===== config.mk =====
export PLATFORM = sky130hd
export DESIGN_NAME = p2s_rr_scheduler
export DESIGN_NICKNAME = d
export VERILOG_FILES = /design/src/rtl/p2s_sched_pkg.sv /design/src/rtl/p2s_shift_reg.sv /design/src/rtl/p2s_rr_scheduler.sv
export SDC_FILE = /design/constraint.sdc
export NUM_CORES = 1
export LEC_CHECK = 0
export CAP_MARGIN = 25
export CELL_PAD_IN_SITES_DETAIL_PLACEMENT = 1
export CELL_PAD_IN_SITES_GLOBAL_PLACEMENT = 1
export CORE_AREA = 2 2 73 75
export CTS_CLUSTER_SIZE = 14
export DETAILED_ROUTE_END_ITERATION = 7
export DIE_AREA = 0 0 75 77
export PLACE_DENSITY = 0.76
export SLEW_MARGIN = 40
export SYNTH_ARGS = -nofsm -noshare
export SYNTH_HDL_FRONTEND = slang
export SYNTH_SLANG_ARGS = --single-unit
export TNS_END_PERCENT = 20

===== constraint.sdc =====
create_clock -name clk -period 6.9 [get_ports clk]
set_input_delay 0.69 -clock clk [delete_from_list [all_inputs] [get_ports clk]]
set_output_delay 0.69 -clock clk [all_outputs]
set_load 0.01 [all_outputs]

===== src/rtl/p2s_sched_pkg.sv =====
// Shared types and the round-robin search used by the serial scheduler.
package p2s_sched_pkg;

  // Upper bound on requesters the search helper can handle; the index
  // field of pick_t is sized to match.
  localparam int MAX_REQ = 32;
  localparam int IDX_W   = 5;

  typedef enum logic [1:0] {
    IDLE  = 2'd0,
    SHIFT = 2'd1,
    GAP   = 2'd2
  } state_t;

  typedef struct packed {
    logic             found;
    logic [IDX_W-1:0] idx;
  } pick_t;

  // Search starts one past the last winner and wraps by explicit comparison
  // against numReq-1, so any requester count up to MAX_REQ works.
  function automatic pick_t rr_pick(input logic [MAX_REQ-1:0] request,
                                    input int lastGrant,
                                    input int numReq);
    pick_t res;
    int    cand;
    res  = '0;
    cand = lastGrant;
    for (int off = 0; off < MAX_REQ; off++) begin
      if (off < numReq) begin
        cand = (cand == numReq - 1) ? 0 : cand + 1;
        if (!res.found && request[cand[IDX_W-1:0]]) begin
          res.found = 1'b1;
          res.idx   = cand[IDX_W-1:0];
        end
      end
    end
    return res;
  endfunction

endpackage


===== src/rtl/p2s_shift_reg.sv =====
// Parallel-load, MSB-first shift register with zero fill.
module p2s_shift_reg #(
  parameter int DATA_WIDTH = 8
) (
  input  logic                  clk,
  input  logic                  reset,
  input  logic                  load,
  input  logic                  shift,
  input  logic [DATA_WIDTH-1:0] din,
  output logic                  msb
);

  logic [DATA_WIDTH-1:0] shreg_q, shreg_d;

  // Load wins over shift; shifting moves the next bit into the MSB slot.
  always_comb begin
    shreg_d = shreg_q;
    if (load) begin
      shreg_d = din;
    end else if (shift) begin
      shreg_d = {shreg_q[DATA_WIDTH-2:0], 1'b0};
    end
  end

  // Register the shift contents; reset clears any word in flight.
  always_ff @(posedge clk) begin
    if (reset) begin
      shreg_q <= '0;
    end else begin
      shreg_q <= shreg_d;
    end
  end

  assign msb = shreg_q[DATA_WIDTH-1];

endmodule


===== src/rtl/p2s_rr_scheduler.sv =====
// Round-robin scheduler feeding one shared parallel-to-serial path.
module p2s_rr_scheduler
  import p2s_sched_pkg::*;
#(
  parameter int NUM_REQ    = 4,
  parameter int DATA_WIDTH = 8,
  parameter int GAP_CYCLES = 1
) (
  input  logic                          clk,
  input  logic                          reset,
  input  logic [NUM_REQ-1:0]            request,
  input  logic [NUM_REQ*DATA_WIDTH-1:0] parallelDataIn,
  output logic [NUM_REQ-1:0]            grant,
  output logic                          serialDataOut,
  output logic                          serialValid,
  output logic                          frameStart,
  output logic [$clog2(NUM_REQ)-1:0]    activeSrc,
  output logic                          busy
);

  localparam int PW = $clog2(NUM_REQ);
  localparam int BW = $clog2(DATA_WIDTH);
  localparam int GW = (GAP_CYCLES > 0) ? $clog2(GAP_CYCLES + 1) : 1;

  state_t                state_q, state_d;
  logic [PW-1:0]         lastGrant_q, activeSrc_q;
  logic [NUM_REQ-1:0]    grant_q;
  logic [BW-1:0]         bitCnt_q;
  logic [GW-1:0]         gapCnt_q;

  logic [MAX_REQ-1:0]    reqWide;
  pick_t                 pick;
  logic [PW-1:0]         winner;
  logic [DATA_WIDTH-1:0] winWord;
  logic                  capture;
  logic                  lastBit;
  logic                  gapDone;
  logic                  shiftMsb;

  // Arbitration only matters in IDLE; the search result picks the word to load.
  always_comb begin
    reqWide               = '0;
    reqWide[NUM_REQ-1:0]  = request;
    pick                  = rr_pick(reqWide, int'(lastGrant_q), NUM_REQ);
    winner                = PW'(pick.idx);
    winWord               = parallelDataIn[int'(winner)*DATA_WIDTH +: DATA_WIDTH];
    capture               = (state_q == IDLE) && pick.found;
    lastBit               = (bitCnt_q == '0);
    gapDone               = (gapCnt_q == '0);
  end

  p2s_shift_reg #(
    .DATA_WIDTH(DATA_WIDTH)
  ) u_shift (
    .clk  (clk),
    .reset(reset),
    .load (capture),
    .shift(state_q == SHIFT),
    .din  (winWord),
    .msb  (shiftMsb)
  );

  // State register.
  always_ff @(posedge clk) begin
    if (reset) begin
      state_q <= IDLE;
    end else begin
      state_q <= state_d;
    end
  end

  // Next-state decision: capture, shift out all bits, optional idle gap.
  always_comb begin
    state_d = state_q;
    unique case (state_q)
      IDLE:    if (pick.found) state_d = SHIFT;
      SHIFT:   if (lastBit) state_d = (GAP_CYCLES > 0) ? GAP : IDLE;
      GAP:     if (gapDone) state_d = IDLE;
      default: state_d = IDLE;
    endcase
  end

  // Pointer, grant pulse, source index and bit/gap counters.
  always_ff @(posedge clk) begin
    if (reset) begin
      lastGrant_q <= PW'(NUM_REQ - 1);
      activeSrc_q <= '0;
      grant_q     <= '0;
      bitCnt_q    <= '0;
      gapCnt_q    <= '0;
    end else begin
      grant_q <= '0;
      if (capture) begin
        grant_q     <= {{(NUM_REQ-1){1'b0}}, 1'b1} << winner;
        activeSrc_q <= winner;
        lastGrant_q <= winner;
        bitCnt_q    <= BW'(DATA_WIDTH - 1);
      end else if (state_q == SHIFT) begin
        bitCnt_q <= bitCnt_q - 1'b1;
        if (lastBit) begin
          gapCnt_q <= GW'(GAP_CYCLES - 1);
        end
      end else if (state_q == GAP) begin
        gapCnt_q <= gapCnt_q - 1'b1;
      end
    end
  end

  // Outputs decoded purely from registered state.
  always_comb begin
    busy          = (state_q != IDLE);
    serialValid   = (state_q == SHIFT);
    frameStart    = serialValid && (bitCnt_q == BW'(DATA_WIDTH - 1));
    serialDataOut = serialValid && shiftMsb;
    grant         = grant_q;
    activeSrc     = activeSrc_q;
  end

endmodule


Word level (Yosys, flattened, before mapping)
Index checks and enable logic that the tools add are counted.
{"block": "totals", "reg_bits": 22, "input_bits": 38, "output_inout_bits": 10, "word_cells": 74}
{"block": "op_classes", "addsub": 6, "order_cmp": 4, "n_eq_ne": 10, "shift": 2, "n_mux": 27, "bitwise_logic": 1, "n_reduce_logical": 17}
{"cell": "32-bit by 6-bit variable part select with 8-bit output", "n": 1}
{"cell": "6-bit 2-to-1 mux", "n": 4}
{"cell": "1-bit binary-select mux with 5-bit select", "n": 4}
{"cell": "8-bit 2-to-1 mux", "n": 2}
{"cell": "5-bit by 6-bit less-than comparator with 1-bit output, second input constant", "n": 2}
{"cell": "5-bit 2-to-1 mux", "n": 2}
{"cell": "3-bit 2-to-1 mux", "n": 3}
{"cell": "1-bit 2-to-1 mux", "n": 7}
{"cell": "1-bit logical AND", "n": 6}
{"cell": "3-bit by 6-bit less-than comparator with 1-bit output, second input constant", "n": 1}
{"cell": "4-bit by 6-bit less-than comparator with 1-bit output, second input constant", "n": 1}
{"cell": "2-bit 2-to-1 mux", "n": 3}
{"cell": "2-bit one-hot mux with 3 select lines", "n": 1}
{"cell": "3-bit AND reduction", "n": 2}
{"cell": "2-bit nonzero test", "n": 3}
{"cell": "4-bit by 1-bit adder with 5-bit output, second input constant", "n": 1}
{"cell": "5-bit by 1-bit adder with 5-bit output, second input constant", "n": 1}
{"cell": "5-bit by 2-bit == test with 1-bit output, second input constant", "n": 1}
{"cell": "3-bit by 1-bit adder with 4-bit output, second input constant", "n": 1}
{"cell": "2-bit by 1-bit == test with 1-bit output, second input constant", "n": 2}
{"cell": "4-bit by 2-bit == test with 1-bit output, second input constant", "n": 1}
{"cell": "4-bit 2-to-1 mux", "n": 1}
{"cell": "2-bit inequality test, second input constant", "n": 2}
{"cell": "1-bit by 2-bit left shift with 4-bit output, first input constant", "n": 1}
{"cell": "other kinds (12)", "n": 14}

Longest topological paths before layout
{"block": "depth", "word_depth": 17, "ltp_mapped": 9, "depth_no_buf": 7}

Modules after synthesis
Synthesis repeated with hierarchy kept, for this count alone.
{"block": "hier_totals", "hier_cells": 157, "hier_area_um2": 1601.5}
{"module": "p2s_rr_scheduler", "instances": 1, "cells_per_inst": 122, "area_per_inst_um2": 1232.4, "seq_area_each_um2": 280.3}
{"module": "p2s_shift_reg", "instances": 1, "cells_per_inst": 35, "area_per_inst_um2": 369.1, "seq_area_each_um2": 160.2}

Least setup slack after synthesis
Ideal clock, no wire load.
{"block": "synth_timing", "path_kind": "in2reg", "start": "input request[2]", "end": "register u_shift.shreg_q[7]", "setup_ps": 130, "arrival_time_ps": 2235, "t_required_ps": 6770, "setup_slack_ps": 4536, "cell_stages": 7, "n_path_buf": 1, "path_cell_list": "buf_2 > nand2b_1 > mux4_2 > o311ai_4 > mux2_2 > a31oi_1 > o41ai_2"}
{"block": "synth_via", "elab_chain_cells": 14, "word_cells_on_any_way": 22, "classes_between": "shift (1); mux (13); reduce/logical (8)"}
{"element": "from (decl)", "line_no": "p2s_rr_scheduler.sv:11", "source": "input logic [NUM_REQ-1:0] request,"}
{"element": "1-bit binary-select mux with 5-bit select", "line_no": "p2s_sched_pkg.sv:32", "source": "if (!res.found && request[cand[IDX_W-1:0]]) begin"}
{"element": "1-bit 2-to-1 mux (not written as such)", "line_no": "p2s_sched_pkg.sv:32"}
{"element": "6-bit 2-to-1 mux", "line_no": "p2s_sched_pkg.sv:32"}
{"element": "1-bit logical NOT", "line_no": "p2s_sched_pkg.sv:32"}
{"element": "1-bit logical AND", "line_no": "p2s_sched_pkg.sv:32"}
{"element": "6-bit 2-to-1 mux", "line_no": "p2s_sched_pkg.sv:32"}
{"element": "1-bit logical NOT", "line_no": "p2s_sched_pkg.sv:32"}
{"element": "1-bit logical AND", "line_no": "p2s_sched_pkg.sv:32"}
{"element": "6-bit 2-to-1 mux", "line_no": "p2s_sched_pkg.sv:32"}
{"element": "1-bit logical NOT", "line_no": "p2s_sched_pkg.sv:32"}
{"element": "1-bit logical AND", "line_no": "p2s_sched_pkg.sv:32"}
{"element": "6-bit 2-to-1 mux *", "line_no": "p2s_sched_pkg.sv:32"}
{"element": "32-bit by 6-bit variable part select with 8-bit output or 1-bit logical AND (tied branches)", "line_no": "p2s_rr_scheduler.sv:46, p2s_rr_scheduler.sv:47"}
{"element": "8-bit 2-to-1 mux or 2-bit nonzero test (tied branches)"}
{"element": "to (signal assigned)", "line_no": "p2s_shift_reg.sv:30", "source": "shreg_q <= shreg_d;"}
{"element": "to (decl)", "line_no": "p2s_shift_reg.sv:13", "source": "logic [DATA_WIDTH-1:0] shreg_q, shreg_d;"}
Every way passes the cells marked *; elsewhere a longest branch is shown, timed or not. The select of a mux whose other input is x is not followed.
A chain may end at the register's enable or synchronous reset.

Worst setup path after layout
{"block": "layout_timing", "start": "register lastGrant_q[0]", "end": "register u_shift.shreg_q[7]"}
{"block": "layout_via", "elab_chain_cells": 16, "word_cells_on_any_way": 34, "classes_between": "add/sub (4); eq/ne (4); shift (1); mux (17); reduce/logical (8)"}
{"element": "from (decl)", "line_no": "p2s_rr_scheduler.sv:26", "source": "logic [PW-1:0] lastGrant_q, activeSrc_q;"}
{"element": "from (signal assigned)", "line_no": "p2s_rr_scheduler.sv:86", "source": "lastGrant_q <= PW'(NUM_REQ - 1);"}
{"element": "from (signal assigned)", "line_no": "p2s_rr_scheduler.sv:96", "source": "lastGrant_q <= winner;"}
{"element": "2-bit by 1-bit adder with 3-bit output or 2-bit by 1-bit == test with 1-bit output (tied branches)", "line_no": "p2s_sched_pkg.sv:31", "source": "cand = (cand == numReq - 1) ? 0 : cand + 1;"}
{"element": "3-bit 2-to-1 mux *", "line_no": "p2s_sched_pkg.sv:31"}
{"element": "parallel branches: the longest is 11 deep, another holds 4-bit by 1-bit adder with 5-bit output"}
{"element": "6-bit 2-to-1 mux *", "line_no": "p2s_sched_pkg.sv:32"}
{"element": "32-bit by 6-bit variable part select with 8-bit output or 1-bit logical AND (tied branches)", "line_no": "p2s_rr_scheduler.sv:46, p2s_rr_scheduler.sv:47"}
{"element": "8-bit 2-to-1 mux or 2-bit nonzero test (tied branches)"}
Every way passes the cells marked *. The select of a mux whose other input is x is not followed.

==> flow_metrics.py <==
metrics = {
    "worst_setup_path": {
        "path_max_fanout": 13,
        "cp_num_cells": 7,
        "cp_slowest_stage_delay_ns": 0.70,
        "crit_family": "compound AO/OA/AOI/OAI gates",
        "crit_buf_inv": 0,
        "worstSetupPathType": "flip-flop to flip-flop",
        "crit_path_top_delay_cell": "dfxtp_1",
        "crit_path_end_kind": "flip-flop",
        "ff2ff_path_depth": 7,
        "required_ns": 7.02,
        "worstPathArrival_ns": 3.01,
        "path_cells": "ha_1, nand2b_1, o2111a_1, o311ai_4, mux2_2, a31oi_1, o41ai_2",
        "critPathLaunchType": "flip-flop",
    },
    "global_routing": {
        "overflow": 0,
        "grt_use_total": 0.139,
        "grt_max_degree": 17,
        "grt_pass1_vias": 1334,
        "antenna_found_initial": 0,
        "grt_pass1_wl_um": 6330,
    },
    "clock_tree": {
        "clk_latency_ns": 0.26,
        "cts_root_buffer": "clkbuf_8",
        "path_clk_slew_ns": 0.08,
        "clock_path_buffers": 2,
        "cts_tree": "done",
        "cts_buffers": 3,
        "cts_resized": 0,
        "htree_num_levels": 1,
        "ctsHoldBuffers": 0,
        "cts.sinks": 22,
        "cts_setup_buffers": 0,
    },
    "layout": {
        "nFillCells": 575,
        "fin_util": 0.425,
        "regArea_um2": 440,
        "nets": 261,
        "drive_above_1_share": 0.127,
        "multiInputGateArea_um2": 1050,
        "area_growth_pct": 33.8,
        "n_antenna_cell": 0,
    },
    "place": {
        "port_buffers": 47,
        "dp_hpwl_um": 3120,
        "gp_congestion": 0.780,
    },
    "run_status": {
        "status": "finished, final reports clean",
    },
    "logic_synthesis": {
        "yosys.area.top_type_share": 0.278,
        "syn_avg_cell_area_um2": 9.09,
        "synthCells": 174,
        "syn_area_um2": 1580,
        "synth_edf_count": 0,
        "ys_ff_latch": 22,
        "synthFlopType": "dfxtp_1",
        "synthArstFlopShare": 0,
        "synth_most_common_cell": "dfxtp_1",
        "synth_top_cells_by_area": "dfxtp_1 28%, mux2i_1 7.6%, ha_1 6.3%",
        "yosys.area.top_type": "dfxtp_1",
        "syn_nets": 220,
        "ys_types": 49,
        "synth_common_cells": "22 x dfxtp_1, 14 x nor2_1, 12 x mux2i_1, 11 x nand2_1, 10 x nand2b_1",
        "ys_seq_area_frac": 0.278,
        "yosys_warnings": 0,
    },
    "sta": {
        "relSlewSlack": 0.593,
        "maxSlewViolCount": 0,
        "post-route-period-util": 0.419,
        "fmax_ghz": 0.346,
        "fin_crit_ns": 2.89,
        "worst-slew-pin-transition_ns": 0.611,
        "tns_ns": 0,
        "rsz0062_at_grt": "no",
        "hold_viol_final": 0,
        "setup_viol": 0,
        "fin_skew_ns": 0.00519,
    },
    "floorplan": {
        "die_h_um": 77,
        "dieArea_um2": 5780,
        "start_util": 0.318,
        "core_area_um2": 4980,
        "row_count": 26,
        "die_x_um": 75,
        "io_pins": 48,
    },
    "route": {
        "met2_length_um": 1900,
        "drt_iter0_markers": 39,
        "wl_met3_um": 145,
        "wire_per_inst_um": 13.8,
        "via_per_inst": 4.89,
        "routed.top_layer": "met4",
        "first_pass_iters": 4,
        "wl_um": 3900,
        "via_count": 1385,
        "drc": 0,
        "postRouteAntennaNets": 0,
        "drt-met1-wl_um": 1800,
    },
    "hold_path": {
        "holdPathStages": 2,
        "hp-class": "flip-flop to flip-flop",
    },
    "power_and_ir_drop": {
        "power.density_nw_per_um2": 426,
        "power_leakage_nw": 0.827,
        "pwr-share-comb": 0.673,
        "swShare": 0.448,
        "power.switching_mw": 0.404,
        "pwr-share-clk": 0.088,
        "ir_worst_vdd_mv": 0.198,
        "intPower_mw": 0.498,
        "pwr-share-seq": 0.239,
    },
    "flow_run": {
        "drv_cap": 0,
    },
}
-- stage by stage --
| stage | cells | area (um^2) | power (mW) | worst slack (ns) | hold slack [ns] |
|---|---|---|---|---|---|
| finish | 283 | 2120 | 0.901 | 4.01 | 0.500 |
| global route | 283 | 2120 | 0.984 | 3.84 | 0.523 |
| CTS | 283 | 2110 | 0.905 | 3.88 | 0.500 |
| detailed placement | 280 | 2070 | 0.825 | 3.70 | 0.484 |
| global placement | 280 | 2070 | 0.810 | 3.82 | 0.486 |
| floorplan | 174 | 1580 | 0.705 | 4.54 | 0.449 |
-- placed cells by master, fill, tap and decap left out, drive strengths merged, types with 2 or more instances in the layout --
cell           netlist  final
nor3                 5      5
nand2b              10     10
inv                  7      7
nor2                14     14
o211ai               6      6
a21oi                8      8
a21boi               6      6
clkbuf               6      3
and3                 8      8
a221oi               2      2
a311oi               2      2
ha                   8      8
dfxtp               22     22
and2b                2      2
nand2               12     12
mux2i               12     12
clkdlybuf4s50        0     47
mux2                 8      8
o21ai               11     11
and2                 2      2
-- layer usage --
| layer | up-vias | global-route usage |
|---|---|---|
| li1 | 702 | - |
| met1 | 648 | 0.188 |
| met2 | 31 | 0.219 |
| met3 | 4 | 0.0210 |
| met4 | 0 | 0.0536 |
| met5 | - | 0 |
-- state kept, by name (all words and copies together), names as in the netlist --
register	count
activeSrc	2
bitCnt_q	3
gapCnt_q	1
grant	4
lastGrant_q	2
state_q	2
u_shift.shreg_q	8
-- worst paths after layout --
check                  from            endpoint  slack, ns
max          lastGrant_q[0]  u_shift.shreg_q[7]       4.01
min            activeSrc[1]        activeSrc[1]       0.50
max reg2reg  lastGrant_q[0]  u_shift.shreg_q[7]       4.01
min reg2reg    activeSrc[1]        activeSrc[1]       0.50
-- power by group through the flow --
stage	registers, mW	clock network (mW)	logic [mW]
after global placement	0.219	0	0.591
after global routing	0.223	0.0857	0.675
after floorplan	0.207	0	0.498
after detailed placement	0.219	0	0.606
after CTS	0.217	0.0801	0.608
final	0.216	0.0790	0.607
-- layout make-up --
type | count | share of cell area
Multi-Input combinational cell | 134 | 0.496
Timing Repair Buffer | 47 | 0.222
Sequential cell | 22 | 0.208
Tap cell | 70 | 0.0414
Clock buffer | 3 | 0.0195
Inverter | 7 | 0.0124
-- logic make-up after synthesis --
kind of cell | share of synthesized area
adder cells (fa/ha/maj) | 0.0633
AO/OA/AOI/OAI | 0.235
AND/OR/NAND/NOR | 0.199
flip-flops | 0.278
XOR/XNOR | 0.0111
buffers and inverters | 0.0633
multiplexers | 0.150
-- worst min-delay path: cells and delay by family (launching register included) --
family / cells / cell delay (ns)
and+or+nand+nor: 2 / 0.15
DFF: 1 / 0.32
Power figures use the tool's default switching activity.
==> variant, RTL diff (same flow settings) <==
The 3 states of `state_t` get a one-hot encoding in 3 bits.
--- a/src/rtl/p2s_sched_pkg.sv
+++ b/src/rtl/p2s_sched_pkg.sv
@@ -7,8 +7,8 @@
   localparam int IDX_W   = 5;
 
-  typedef enum logic [1:0] {
-    IDLE  = 2'd0,
-    SHIFT = 2'd1,
-    GAP   = 2'd2
+  typedef enum logic [2:0] {
+    IDLE  = 3'b001,
+    SHIFT = 3'b010,
+    GAP   = 3'b100
   } state_t;
 
Formal check against the unedited RTL: no difference found for any inputs over 10 cycles, from zero or initial values and one cycle with reset high; not proved beyond that.
==> variant against the unedited design <==
Final area decreased by 14%; worst setup slack improved by 150 ps; area after synthesis decreased by 21%; via count decreased by 19%; wire length decreased by 25%; worst hold slack got worse by 41 ps; sequential cell count increased by 1.
Power is not compared: it rests on default switching activity, and its combinational part moved more than twofold at a synthesized area within 25%.
==> variant: results (changes against the unedited design) <==
drt via density=4.46 (-8.9%); cts repair resizes=0 (unchanged); Final nets=225 (-14%); htree depth=1 (unchanged); post-synthesis net count=179 (-19%); unique cell type count in the Yosys netlist=33 (-33%); CP delay by family, top=simple AND/OR/NAND/NOR gates; DR WL/cell=11.7 microns (-15%); 1st-iter DRT viols=22 (-44%); CP arrival=2060 ps (-950 ps); clk buf depth=2 (unchanged); sequential area share after synthesis=36.9% (+9.1 points); vias in the first global route=1176 (-12%); layout cells sized above 1=9.89% (-2.8 points); Syn. warnings=0 (unchanged); Pre-antenna DRT Iters=3 (-1); dpl hpwl=2320 microns (-25%); setup bufs post-CTS=0 (unchanged); first-pass GRT wire length=5300 microns (-16%); FILL cells=579 (+0.70%); DP Worst Slack=4180 ps (+477 ps); status=finished, final reports clean; cts bufs inserted=3 (unchanged); Synth top cells by count=23 x dfxtp_1, 16 x mux2i_1, 15 x nand2_1, 11 x nor2_1, 10 x a21oi_1; initial antenna violation count=0 (unchanged); Starting Density=25.1% (-6.7 points); Synth top area share=36.9% (+9.1 points); Clock Latency Late Sink=260 ps (about the same); leakage power=0.699 nW; GP Congestion=0.726 (-6.9%); CP max stage delay=530 ps (-170 ps); all-layer global routing usage=11.4% (-2.5 points); measured slew at the worst slew-check pin=622 ps (+11.0 ps); slowest cell on the critical path=clkdlybuf4s50_1; largest net degree at the start of global routing=20 (+3); Synth area leaders=dfxtp_1 37%, mux2i_1 13%, mux2_2 6.3%, o221ai_1 5.6%, nand2_1 4.5%; clock skew=1.21 ps (-3.98 ps); max reg flops=8 (unchanged); CTS clk-pin slew, worst paths=80 ps (about the same); Worst Path Max Fanout=15 (+2)
[variant: path summary, 6_finish.rpt]
kind / cells after the start / endpoint / slack (ps) / startpoint
hold reg to reg: 2 / activeSrc[1] / 460 / activeSrc[1]
setup reg to reg: 6 / u_shift.shreg_q[6] / 4900 / lastGrant_q[0]
setup / recovery: 4 / frameStart / 4150 / state_q[2]
hold / removal: 2 / activeSrc[1] / 460 / activeSrc[1]
[variant: cell type report]
cell class	count	area [sq um]	share of cell area, %
clock buffer	3	41.3	2.26
clock inverter	1	5.00	0.274
inverter	6	22.5	1.23
multi-input combinational	101	731	40.0
sequential	23	460	25.2
tap	70	87.6	4.80
timing repair buffer	48	478	26.2
[variant: where the power goes]
part / internal (mW) / switching, mW
Combinational: 0.0986 / 0.0871
Sequential: 0.161 / 0.0163
Clock: 0.0402 / 0.0426
Total: 0.300 / 0.146
[variant: logic make-up (layout without fill, tap and decap cells)]
logic type      Yosys count  in the layout  synth area share [%]
flops                    23             23                  36.9
mux                      23             23                  19.2
fa+ha+maj                 4              4                  4.01
simple gates             46             46                  19.4
buf+inv                  13             58                  5.12
xor+xnor                  2              2                  1.40
compound gates           26             26                  14.0
[variant: stage by stage]
stage          instance area (sq um)  instances
2_1_floorplan                   1250        137
3_3_place_gp                    1780        248
3_5_place_dp                    1780        248
4_1_cts                         1830        252
5_1_grt                         1830        252
6_report                        1830        252
[variant: worst min-delay path, stage by stage (launching register included)]
cell and delay [ps]:
dfxtp_1 320, nand2_1 50, nand2_1 50
[variant: per-layer routing]
metal  global-route usage, %  routed length (microns)
met1                    15.1                     1340
met2                    18.3                     1450
met3                    2.10                      114
met4                    3.75                       38
met5                       0                        0
